**config.mk**
```make
export PLATFORM = sky130hd
export DESIGN_NAME = sram_arbiter
export DESIGN_NICKNAME = d
export VERILOG_FILES = /design/src/rtl/sram_arbiter_pkg.sv /design/src/rtl/sram_arbiter_rr.sv /design/src/rtl/sram_arbiter.sv
export SDC_FILE = /design/constraint.sdc
export NUM_CORES = 1
export LEC_CHECK = 0
export ABC_AREA = 1
export CAP_MARGIN = 20
export CORE_AREA = 4 4 169 171
export CTS_CLUSTER_DIAMETER = 200
export DETAILED_ROUTE_END_ITERATION = 10
export DIE_AREA = 0 0 173 175
export HOLD_SLACK_MARGIN = 0.06
export SLEW_MARGIN = 0
export SYNTH_ARGS = -nofsm -noshare
export SYNTH_HDL_FRONTEND = slang
export SYNTH_SLANG_ARGS = --single-unit
export TNS_END_PERCENT = 100
```
**constraint.sdc**
```tcl
create_clock -name clock -period 2.1 [get_ports clock]
set_input_delay 0.42 -clock clock [delete_from_list [all_inputs] [get_ports clock]]
set_output_delay 0.42 -clock clock [all_outputs]
set_load 0.01 [all_outputs]
```
**src/rtl/sram_arbiter_pkg.sv**
```systemverilog
// rtl/sram_arbiter_pkg.sv - shared types, defaults and helpers for sram_arbiter
//
// Contents:
//   NUM_PORTS                       number of requesters (instruction side = 0, data side = 1)
//   DEF_ADDR_W/DEF_DATA_W/DEF_DEPTH default geometry of the 512x64 macro
//   arb_state_e                     controller state (INIT sweep, RUN arbitration)
//   byte_bweb()                     expands one byte strobe to eight active-low bit enables
package sram_arbiter_pkg;

  localparam int NUM_PORTS  = 2;
  localparam int DEF_ADDR_W = 9;
  localparam int DEF_DATA_W = 64;
  localparam int DEF_DEPTH  = 512;

  typedef enum logic {
    INIT = 1'b0,
    RUN  = 1'b1
  } arb_state_e;

  // The macro's BWEB is per bit and active low; a set strobe enables the whole byte.
  function automatic logic [7:0] byte_bweb(input logic strobe);
    return {8{~strobe}};
  endfunction

endpackage

```
**src/rtl/sram_arbiter_rr.sv**
```systemverilog
// rtl/sram_arbiter_rr.sv - two-way round-robin picker
//
// Ports:
//   valid[1:0]  in   requests eligible for a grant this cycle
//   last        in   port granted most recently (0 or 1)
//   grant[1:0]  out  one-hot grant, all zero when nothing is valid
module sram_arbiter_rr
  import sram_arbiter_pkg::*;
(
  input  logic [NUM_PORTS-1:0] valid,
  input  logic                 last,
  output logic [NUM_PORTS-1:0] grant
);

  always_comb begin
    grant = '0;
    case (valid)
      2'b01:   grant = 2'b01;
      2'b10:   grant = 2'b10;
      // On a tie the port that did not win last time goes first.
      2'b11:   grant = last ? 2'b01 : 2'b10;
      default: grant = '0;
    endcase
  end

endmodule

```
**src/rtl/sram_arbiter.sv**
```systemverilog
// rtl/sram_arbiter.sv - shares one single-port SRAM macro between two requesters
//
// Optional feature: define SRAM_ARBITER_INIT_EN to zero-fill the array after reset.
//
// Ports:
//   clock, reset                      clock shared with the macro; synchronous active-high reset
//   req_valid/req_ready/req_write     per-port request handshake and direction (1 = write)
//   req_addr0/1, req_wdata0/1         per-port word address and write data
//   req_wmask0/1                      per-port byte strobes, 1 = write byte
//   resp_valid[1:0], resp_rdata       read response one cycle after the grant; data shared
//   init_done                         array usable (controller in RUN)
//   sram_CEB/WEB/BWEB/A/D, sram_Q     macro pins (enables active low)
module sram_arbiter
  import sram_arbiter_pkg::*;
#(
  parameter int ADDR_W = DEF_ADDR_W,
  parameter int DATA_W = DEF_DATA_W,
  parameter int DEPTH  = DEF_DEPTH
) (
  input  logic                   clock,
  input  logic                   reset,
  input  logic [NUM_PORTS-1:0]   req_valid,
  output logic [NUM_PORTS-1:0]   req_ready,
  input  logic [NUM_PORTS-1:0]   req_write,
  input  logic [ADDR_W-1:0]      req_addr0,
  input  logic [ADDR_W-1:0]      req_addr1,
  input  logic [DATA_W-1:0]      req_wdata0,
  input  logic [DATA_W-1:0]      req_wdata1,
  input  logic [DATA_W/8-1:0]    req_wmask0,
  input  logic [DATA_W/8-1:0]    req_wmask1,
  output logic [NUM_PORTS-1:0]   resp_valid,
  output logic [DATA_W-1:0]      resp_rdata,
  output logic                   init_done,
  output logic                   sram_CEB,
  output logic                   sram_WEB,
  output logic [DATA_W-1:0]      sram_BWEB,
  output logic [ADDR_W-1:0]      sram_A,
  output logic [DATA_W-1:0]      sram_D,
  input  logic [DATA_W-1:0]      sram_Q
);

  localparam int MASK_W = DATA_W / 8;

  if ((DATA_W % 8) != 0 || DEPTH != (1 << ADDR_W)) begin : g_param_check
    $error("sram_arbiter: DATA_W must be a multiple of 8 and DEPTH must equal 2**ADDR_W");
  end

  arb_state_e           state_q, state_d;
  logic                 last_q, last_d;
  logic                 run;
  logic                 sel;
  logic [NUM_PORTS-1:0] grant;
  logic [DATA_W-1:0]    bweb0, bweb1;

`ifdef SRAM_ARBITER_INIT_EN
  // One bit wider than the address so the terminal compare is unambiguous.
  logic [ADDR_W:0]      init_cnt_q, init_cnt_d;
`endif

  assign run       = (state_q == RUN);
  assign init_done = run;

  // Requests are simply masked off outside RUN; the requester keeps valid high and
  // is served once the sweep finishes.
  sram_arbiter_rr u_rr (
    .valid (req_valid & {NUM_PORTS{run}}),
    .last  (last_q),
    .grant (grant)
  );

  assign req_ready = grant;
  assign sel       = grant[1];

  for (genvar k = 0; k < MASK_W; k++) begin : g_bweb
    assign bweb0[8*k +: 8] = byte_bweb(req_wmask0[k]);
    assign bweb1[8*k +: 8] = byte_bweb(req_wmask1[k]);
  end

  // Next state / init counter.
  always_comb begin
    state_d = state_q;
`ifdef SRAM_ARBITER_INIT_EN
    init_cnt_d = init_cnt_q;
    if (state_q == INIT) begin
      init_cnt_d = init_cnt_q + 1'b1;
      if (init_cnt_q == (ADDR_W+1)'(DEPTH - 1)) begin
        state_d = RUN;
      end
    end
`endif
  end

  // last_q = 1 means port 1 won the most recent grant.
  always_comb begin
    last_d = last_q;
    if (|grant) begin
      last_d = sel;
    end
  end

  always_ff @(posedge clock) begin
    if (reset) begin
`ifdef SRAM_ARBITER_INIT_EN
      state_q    <= INIT;
      init_cnt_q <= '0;
`else
      state_q    <= RUN;
`endif
      last_q     <= 1'b1;
      resp_valid <= '0;
    end else begin
      state_q    <= state_d;
`ifdef SRAM_ARBITER_INIT_EN
      init_cnt_q <= init_cnt_d;
`endif
      last_q     <= last_d;
      resp_valid <= grant & ~req_write;
    end
  end

  // Macro pin mux: sweep write, granted access, or idle.
  always_comb begin
    sram_CEB  = 1'b1;
    sram_WEB  = 1'b1;
    sram_BWEB = '1;
    sram_A    = '0;
    sram_D    = '0;
`ifdef SRAM_ARBITER_INIT_EN
    if (state_q == INIT) begin
      sram_CEB  = 1'b0;
      sram_WEB  = 1'b0;
      sram_BWEB = '0;
      sram_A    = init_cnt_q[ADDR_W-1:0];
      sram_D    = '0;
    end else
`endif
    if (|grant) begin
      sram_CEB = 1'b0;
      sram_A   = sel ? req_addr1 : req_addr0;
      if (req_write[sel]) begin
        // An all-zero mask still selects the macro; BWEB keeps every bit unchanged.
        sram_WEB  = 1'b0;
        sram_D    = sel ? req_wdata1 : req_wdata0;
        sram_BWEB = sel ? bweb1 : bweb0;
      end
    end
  end

  // Macro output is already registered by the read cycle; pass it straight through.
  assign resp_rdata = sram_Q;

endmodule

```
==> results of run 1 <==
==> synthesized netlist by cell type <==
master,instances
nor3_1,1
conb_1,1
inv_1,84
nor2_1,66
clkbuf_1,1
buf_4,123
nand3_1,64
buf_2,18
nand3b_1,2
dfxtp_1,3
buf_6,11
inv_2,2
nand2_1,202
o21ai_0,1
==> metal layers <==
| metal | global-route usage [%] | routed length (um) | vias up |
|---|---|---|---|
| met5 | 0 | 13 | - |
| met4 | 4.12 | 596 | 2 |
| met3 | 5.58 | 2440 | 37 |
| met2 | 21.6 | 9250 | 304 |
| met1 | 9.56 | 5720 | 1733 |
| li1 | - | - | 1987 |
==> tightest hold or removal path: cells and delay by family, from the launching register on <==
family / cells / cell delay, ns
flops: 1 / 0.37
simple gates: 2 / 0.12
==> registers in the layout, indices dropped and copies added (netlist names) <==
name / flops
last_q: 1
resp_valid: 2
==> report_power, final <==
part | total [W] | internal (W) | switching, W
registers | 0.0000638 | 0.0000603 | 0.00000351
logic | 0.00148 | 0.000801 | 0.000680
clock network | 0.000306 | 0.000251 | 0.0000551
==> cell families (layout without fill, tap and decap cells) <==
family / Yosys count / in the layout
simple gates: 335 / 335
compound gates: 1 / 1
flops: 3 / 3
buf+inv: 239 / 445
other cells: 1 / 3
==> stage by stage <==
| step | cells | utilization (%) | total power (W) |
|---|---|---|---|
| floorplan | 579 | - | 0.000847 |
| global placement | 1100 | 20.7 | 0.00151 |
| detailed placement | 1100 | 20.7 | 0.00151 |
| CTS | 1124 | 21.8 | 0.00186 |
| global route | 1127 | 21.9 | 0.00199 |
| finish | 1128 | 21.9 | 0.00185 |
==> layout make-up <==
| type | instances | area, um2 | area share [%] |
|---|---|---|---|
| inverters | 86 | 333 | 5.65 |
| well taps | 341 | 427 | 7.25 |
| flip-flops and latches | 3 | 63.8 | 1.08 |
| clock buffers | 4 | 78.8 | 1.34 |
| repair buffers | 355 | 3500 | 59.5 |
| multi-input cells | 337 | 1470 | 25.0 |
| diodes | 2 | 5.00 | 0.0850 |
==> timing repair <==
action / in CTS / in global routing
gates resized for setup: 263 / 112
endpoints found under the hold margin: 0 / 0
endpoints found under the setup margin: 141 / 108
pin swaps: 7 / 3
gates cloned: 9 / 1
buffers inserted: 11 / 2
==> layout by cell type (no fill, tap or decap), drive strengths merged <==
master	instances
buf	68
bufbuf	2
clkbuf	31
clkdlybuf4s15	44
clkdlybuf4s50	166
conb	1
dfxtp	3
diode	2
dlygate4sd2	45
dlymetal6s2s	3
inv	86
nand2	202
nand3	64
nand3b	2
nor2	66
nor3	1
o21ai	1
==> how the worst max path moves through the flow <==
stage	cells past startpoint	end
6_report	7	sram_D[8]
2_1_floorplan	8	sram_BWEB[10]
3_5_place_dp	8	sram_D[19]
5_1_grt	7	sram_D[54]
3_3_place_gp	8	sram_D[63]
4_1_cts	9	sram_D[4]
==> flow_summary.toml, run 1 <==
[logic_synthesis]
synth-simple-area-share_pct = 46.8
synth-compound-area-share_pct = 0.174
synthMuxAreaShare_pct = 0
synth_fa_ha_area_share_pct = 0
ys.warnings.count = 0
synth_cell_type_count = 14
synth_seq_cells = 3
netlist.area_leader.share_pct = 32.1
seq_area_frac_synth_pct = 2.09
top_post_synthesis_cells_by_area = "buf_4 (32%), nand2_1 (26%), nand3_1 (11%), inv_1 (11%), nor2_1 (8.6%)"
xor_and_xnor_area_share_after_synthesis_pct = 0
post_synth.cell_area_avg_um2 = 4.97
netlist_instances = 579
yosysTopAreaCell = "buf_4"
mappedNetlistArea_um2 = 2880
synth_top_family_by_area = "buffers and inverters"
synth_nets = 811

[setup_path]
worstSetupPathType = "input port to output port"
cp_top_family = "buffers and inverters"
start_kind = "input port"
critPathArrivalTime_ns = 1.62
critical_path_maximum_fanout = 4
reg2reg_to = "resp_valid[1]"
cp_cell_sequence = "dlygate4sd2_1, nand3b_1, nand2_4, buf_12, buf_16, nor2_1, dlygate4sd2_1"
cpPeakStageDelay_ns = 0.28
startpoint = "req_write[1]"
timing.reg2reg.worst_path_depth = 5
critical_path_required_ns = 1.68
r2r_start = "last_q"
worst_setup_path_end_kind = "output port"
cpMaxStageDelayCell = "dlygate4sd2_1"
cp_common_cell = "dlygate4sd2_1"
crit_buf_inv = 4
reg2reg_slack_ns = 1.10

[clock_network]
clk_root_buffer_cell = "clkbuf_16"
clkSlewWorstSetupHoldPaths_ns = 0.03
cts-htree-levels = 1
numCtsBuffers = 3
tritoncts = "built"
cts_num_sinks = 3
worstSkewPairLatency_ns = 0.23
cts.path.max_buffers = 2
ctsHoldBuffers = 0

[place]
detailed_place.area_um2 = 5550
dpl_ws_ns = -0.833
portBuffers = 310
post_dp_hpwl_um = 13700
gp_routability_congestion = 0.752

[timing]
post_layout_min_period_ns = 2.04
fmax_mhz = 489
rsz0062_at_grt = "true"
drv_slew = 0
worst_slack_on_hold_paths_ns = 0.528
hold_viol = 0
finalCritPeriodShare_pct = 97.3
report.final.setup_viol = 0
fin_tns_setup_ns = 0
fin_skew_ns = 0.00114
post-route-worst-setup-slack_ns = 0.0570

[min_path]
hp-start = "last_q"
holdPathEnd = "last_q"
holdPathStages = 2
hold_path.class = "register to register"

[final_layout]
post_route_cell_area_um2 = 5890
area.growth.synth_to_final_pct = 104
nNetsFinal = 1018
fillCellCount = 3050
drive_gt1_share_pct = 15.4

[floorplan]
floorplan.initialDensity_pct = 10.7
num_io_pins = 440
core_um2 = 26900
placementRows = 60
dieHeight_um = 175
die_width_um = 173
floorplan.die_area_um2 = 30300

[route]
wl_per_cell_um = 16.0
antenna_violating_nets_post_route = 0
routed_via_density = 3.60
drt_first_iter_violations = 98
route.detailed.drc = 0
firstDrtPassIters = 4
post_detailed_routing_wire_length_um = 18000
dr_total_vias = 4063

[job]
timing.max_cap.violations = 0

[grt]
groute.usage.overall_pct = 11.0
antenna_found_initial = 3
grt_max_degree = 30
grt_pass1_wl_um = 25400
final_global_route_overflow_total = 0
via_count_of_the_first_global_routing_pass = 4013

[power_and_ir_drop]
p_leak_nw = 3.15
power.ir.vdd_worst_mv = 0.175
power-per-cell-area_nw_per_um2 = 315

[run_status]
status = "completed"
(Power assumes the default switching activity.)
==> run 2, diff against run 1 <==
==> constraint.sdc (replaced) <==
create_clock -name clock -period 2.1 [get_ports clock]
set_input_delay 0.42 -clock clock [delete_from_list [all_inputs] [get_ports clock]]
set_output_delay 0.42 -clock clock [all_outputs]
set_load 0.1 [all_outputs]
==> flow_summary.toml, run 2 (synthesized netlist as in run 1, its figures left out) <==
[run_status]
status = "completed"

[min_path]
hp-start = "req_write[0]"
holdPathStages = 2
hold_path.class = "input port to register"
holdPathEnd = "resp_valid[0]"

[setup_path]
r2r_start = "last_q"
timing.reg2reg.worst_path_depth = 6
critical_path_required_ns = 1.68
worstSetupPathType = "register to output port"
reg2reg_slack_ns = 0.97
worst_setup_path_end_kind = "output port"
critPathArrivalTime_ns = 1.65
start_kind = "register"
reg2reg_to = "resp_valid[1]"
critical_path_maximum_fanout = 8

[timing]
drv_slew = 0
fin_skew_ns = 0.00300
fmax_mhz = 483
rsz0062_at_grt = "true"
hold_viol = 0
report.final.setup_viol = 0
post_layout_min_period_ns = 2.07
finalCritPeriodShare_pct = 98.5

[clock_network]
ctsHoldBuffers = 0
cts_num_sinks = 3
worstSkewPairLatency_ns = 0.23
tritoncts = "built"
clk_root_buffer_cell = "clkbuf_16"
cts.path.max_buffers = 2
numCtsBuffers = 3
clkSlewWorstSetupHoldPaths_ns = 0.03
cts-htree-levels = 1

[route]
drt_first_iter_violations = 146
dr_total_vias = 4125
firstDrtPassIters = 4
post_detailed_routing_wire_length_um = 18100
antenna_violating_nets_post_route = 0
wl_per_cell_um = 15.9
route.detailed.drc = 0
routed_via_density = 3.63

[floorplan]
floorplan.initialDensity_pct = 10.7
placementRows = 60
num_io_pins = 440
core_um2 = 26900
die_width_um = 173
dieHeight_um = 175
floorplan.die_area_um2 = 30300

[job]
timing.max_cap.violations = 0

[final_layout]
largest_registers = "resp_valid: 2 flops, last_q: 1 flops"
largest_register = "resp_valid"
layout.cells.non_filler = 1135
number_of_flip_flops_under_the_largest_register_name = 2
drive_gt1_share_pct = 35.6
nNetsFinal = 1026
sequential_cell_area_um2 = 63.8
area.growth.synth_to_final_pct = 187
fillCellCount = 2815
mostFrequentLayoutCells = "nand2_1 (190), clkdlybuf4s50_1 (163), buf_12 (155), inv_1 (84), nand3_1 (64)"
multi_input_comb_area_um2 = 1950
final_common_cell = "nand2_1"

[power_and_ir_drop]
internal_power_w = 0.00189
p_leak_nw = 3.91
comb_pwr_share_pct = 91.8
p_sw_share_pct = 58.0
p_seq_share_pct = 1.4
power.ir.vdd_worst_mv = 0.456
power-per-cell-area_nw_per_um2 = 546
design_power_total_w = 0.00451
clkPwrFrac_pct = 6.8
switchingPower_w = 0.00262

[place]
portBuffers = 310
gp_routability_congestion = 0.822
dp_cells = 1112
post_dp_hpwl_um = 13800

[grt]
antenna_found_initial = 1
groute.usage.overall_pct = 10.2
grt_pass1_wl_um = 24400
grt_max_degree = 40
final_global_route_overflow_total = 0
via_count_of_the_first_global_routing_pass = 4086
==> run 2: cell count changes in the layout (fill, tap and decap cells not counted), sizes merged, moves of 3 or more <==
cell,previous run,this run
buf,68,195
dlygate4sd2,45,0
clkdlybuf4s15,44,1
clkbuf,31,8
clkdlybuf4s50,166,163
dlymetal6s2s,3,0
==> run 2: power by group through the flow <==
stage	combinational (W)	clock, W	sequential, W
5_1_grt	0.00427	0.000318	0.0000640
2_1_floorplan	0.00301	0	0.0000729
3_3_place_gp	0.00391	0	0.0000633
4_1_cts	0.00409	0.000311	0.0000627
6_report	0.00414	0.000305	0.0000633
3_5_place_dp	0.00392	0	0.0000633
==> run 2: metrics by stage <==
stage / utilization [%] / area (um2) / TNS, ns / hold WS [ns] / worst slack [ns]
final: 30.7 / 8250 / 0 / 0.528 / 0.0308
after global routing: 30.7 / 8250 / -0.466 / 0.529 / -0.0320
after CTS: 29.9 / 8030 / -0.0173 / 0.521 / -0.00358
after detailed placement: 28.3 / 7620 / -52.14 / 0.526 / -0.443
after global placement: 28.3 / 7620 / -47.18 / 0.530 / -0.390
after floorplan: - / 3380 / -11.15 / 0.457 / -0.277
==> run 2: critical path, stage by stage, from the launching register on <==
cell and delay [ns]:
dfxtp_4 0.36, nand2_8 0.07, nand3b_1 0.16, nand2_4 0.09, buf_12 0.16, buf_12 0.15
buf_16 0.14, nor2_4 0.10, buf_12 0.18
==> run 2: cell type report <==
class                   instances  share of cell area (%)
repair buffers                363                    65.4
multi-input cells             337                    23.6
inverters                      86                    4.06
clock buffers                   4                   0.955
flip-flops and latches          3                   0.773
well taps                     341                    5.17
diodes                          1                  0.0303
==> run 2: worst max-delay path by stage <==
stage / from / end / slack, ns / cells after the start
final: last_q / sram_D[48] / 0.03 / 8
after global routing: last_q / sram_D[3] / -0.03 / 8
after CTS: last_q / sram_D[18] / -0.004 / 7
after detailed placement: req_valid[0] / sram_D[9] / -0.44 / 9
after global placement: req_valid[0] / sram_D[9] / -0.39 / 9
after floorplan: req_valid[0] / sram_D[54] / -0.28 / 6
==> run 2: per-layer routing <==
metal	global-route usage (%)	vias to the layer above	share of wire (%)
met5	0	-	0
met4	3.36	0	3.1
met3	2.64	57	7.3
met2	18.7	229	51
met1	11.6	1831	39
li1	-	2008	-
==> run 2: repair_timing <==
| item | 4_1_cts | 5_1_grt |
|---|---|---|
| resized for setup | 48 | 17 |
| hold endpoints to repair | 0 | 0 |
| pin swaps | 9 | 40 |
| gates cloned | 4 | 5 |
| setup endpoints to repair | 139 | 111 |
| setup buffers | 6 | 4 |
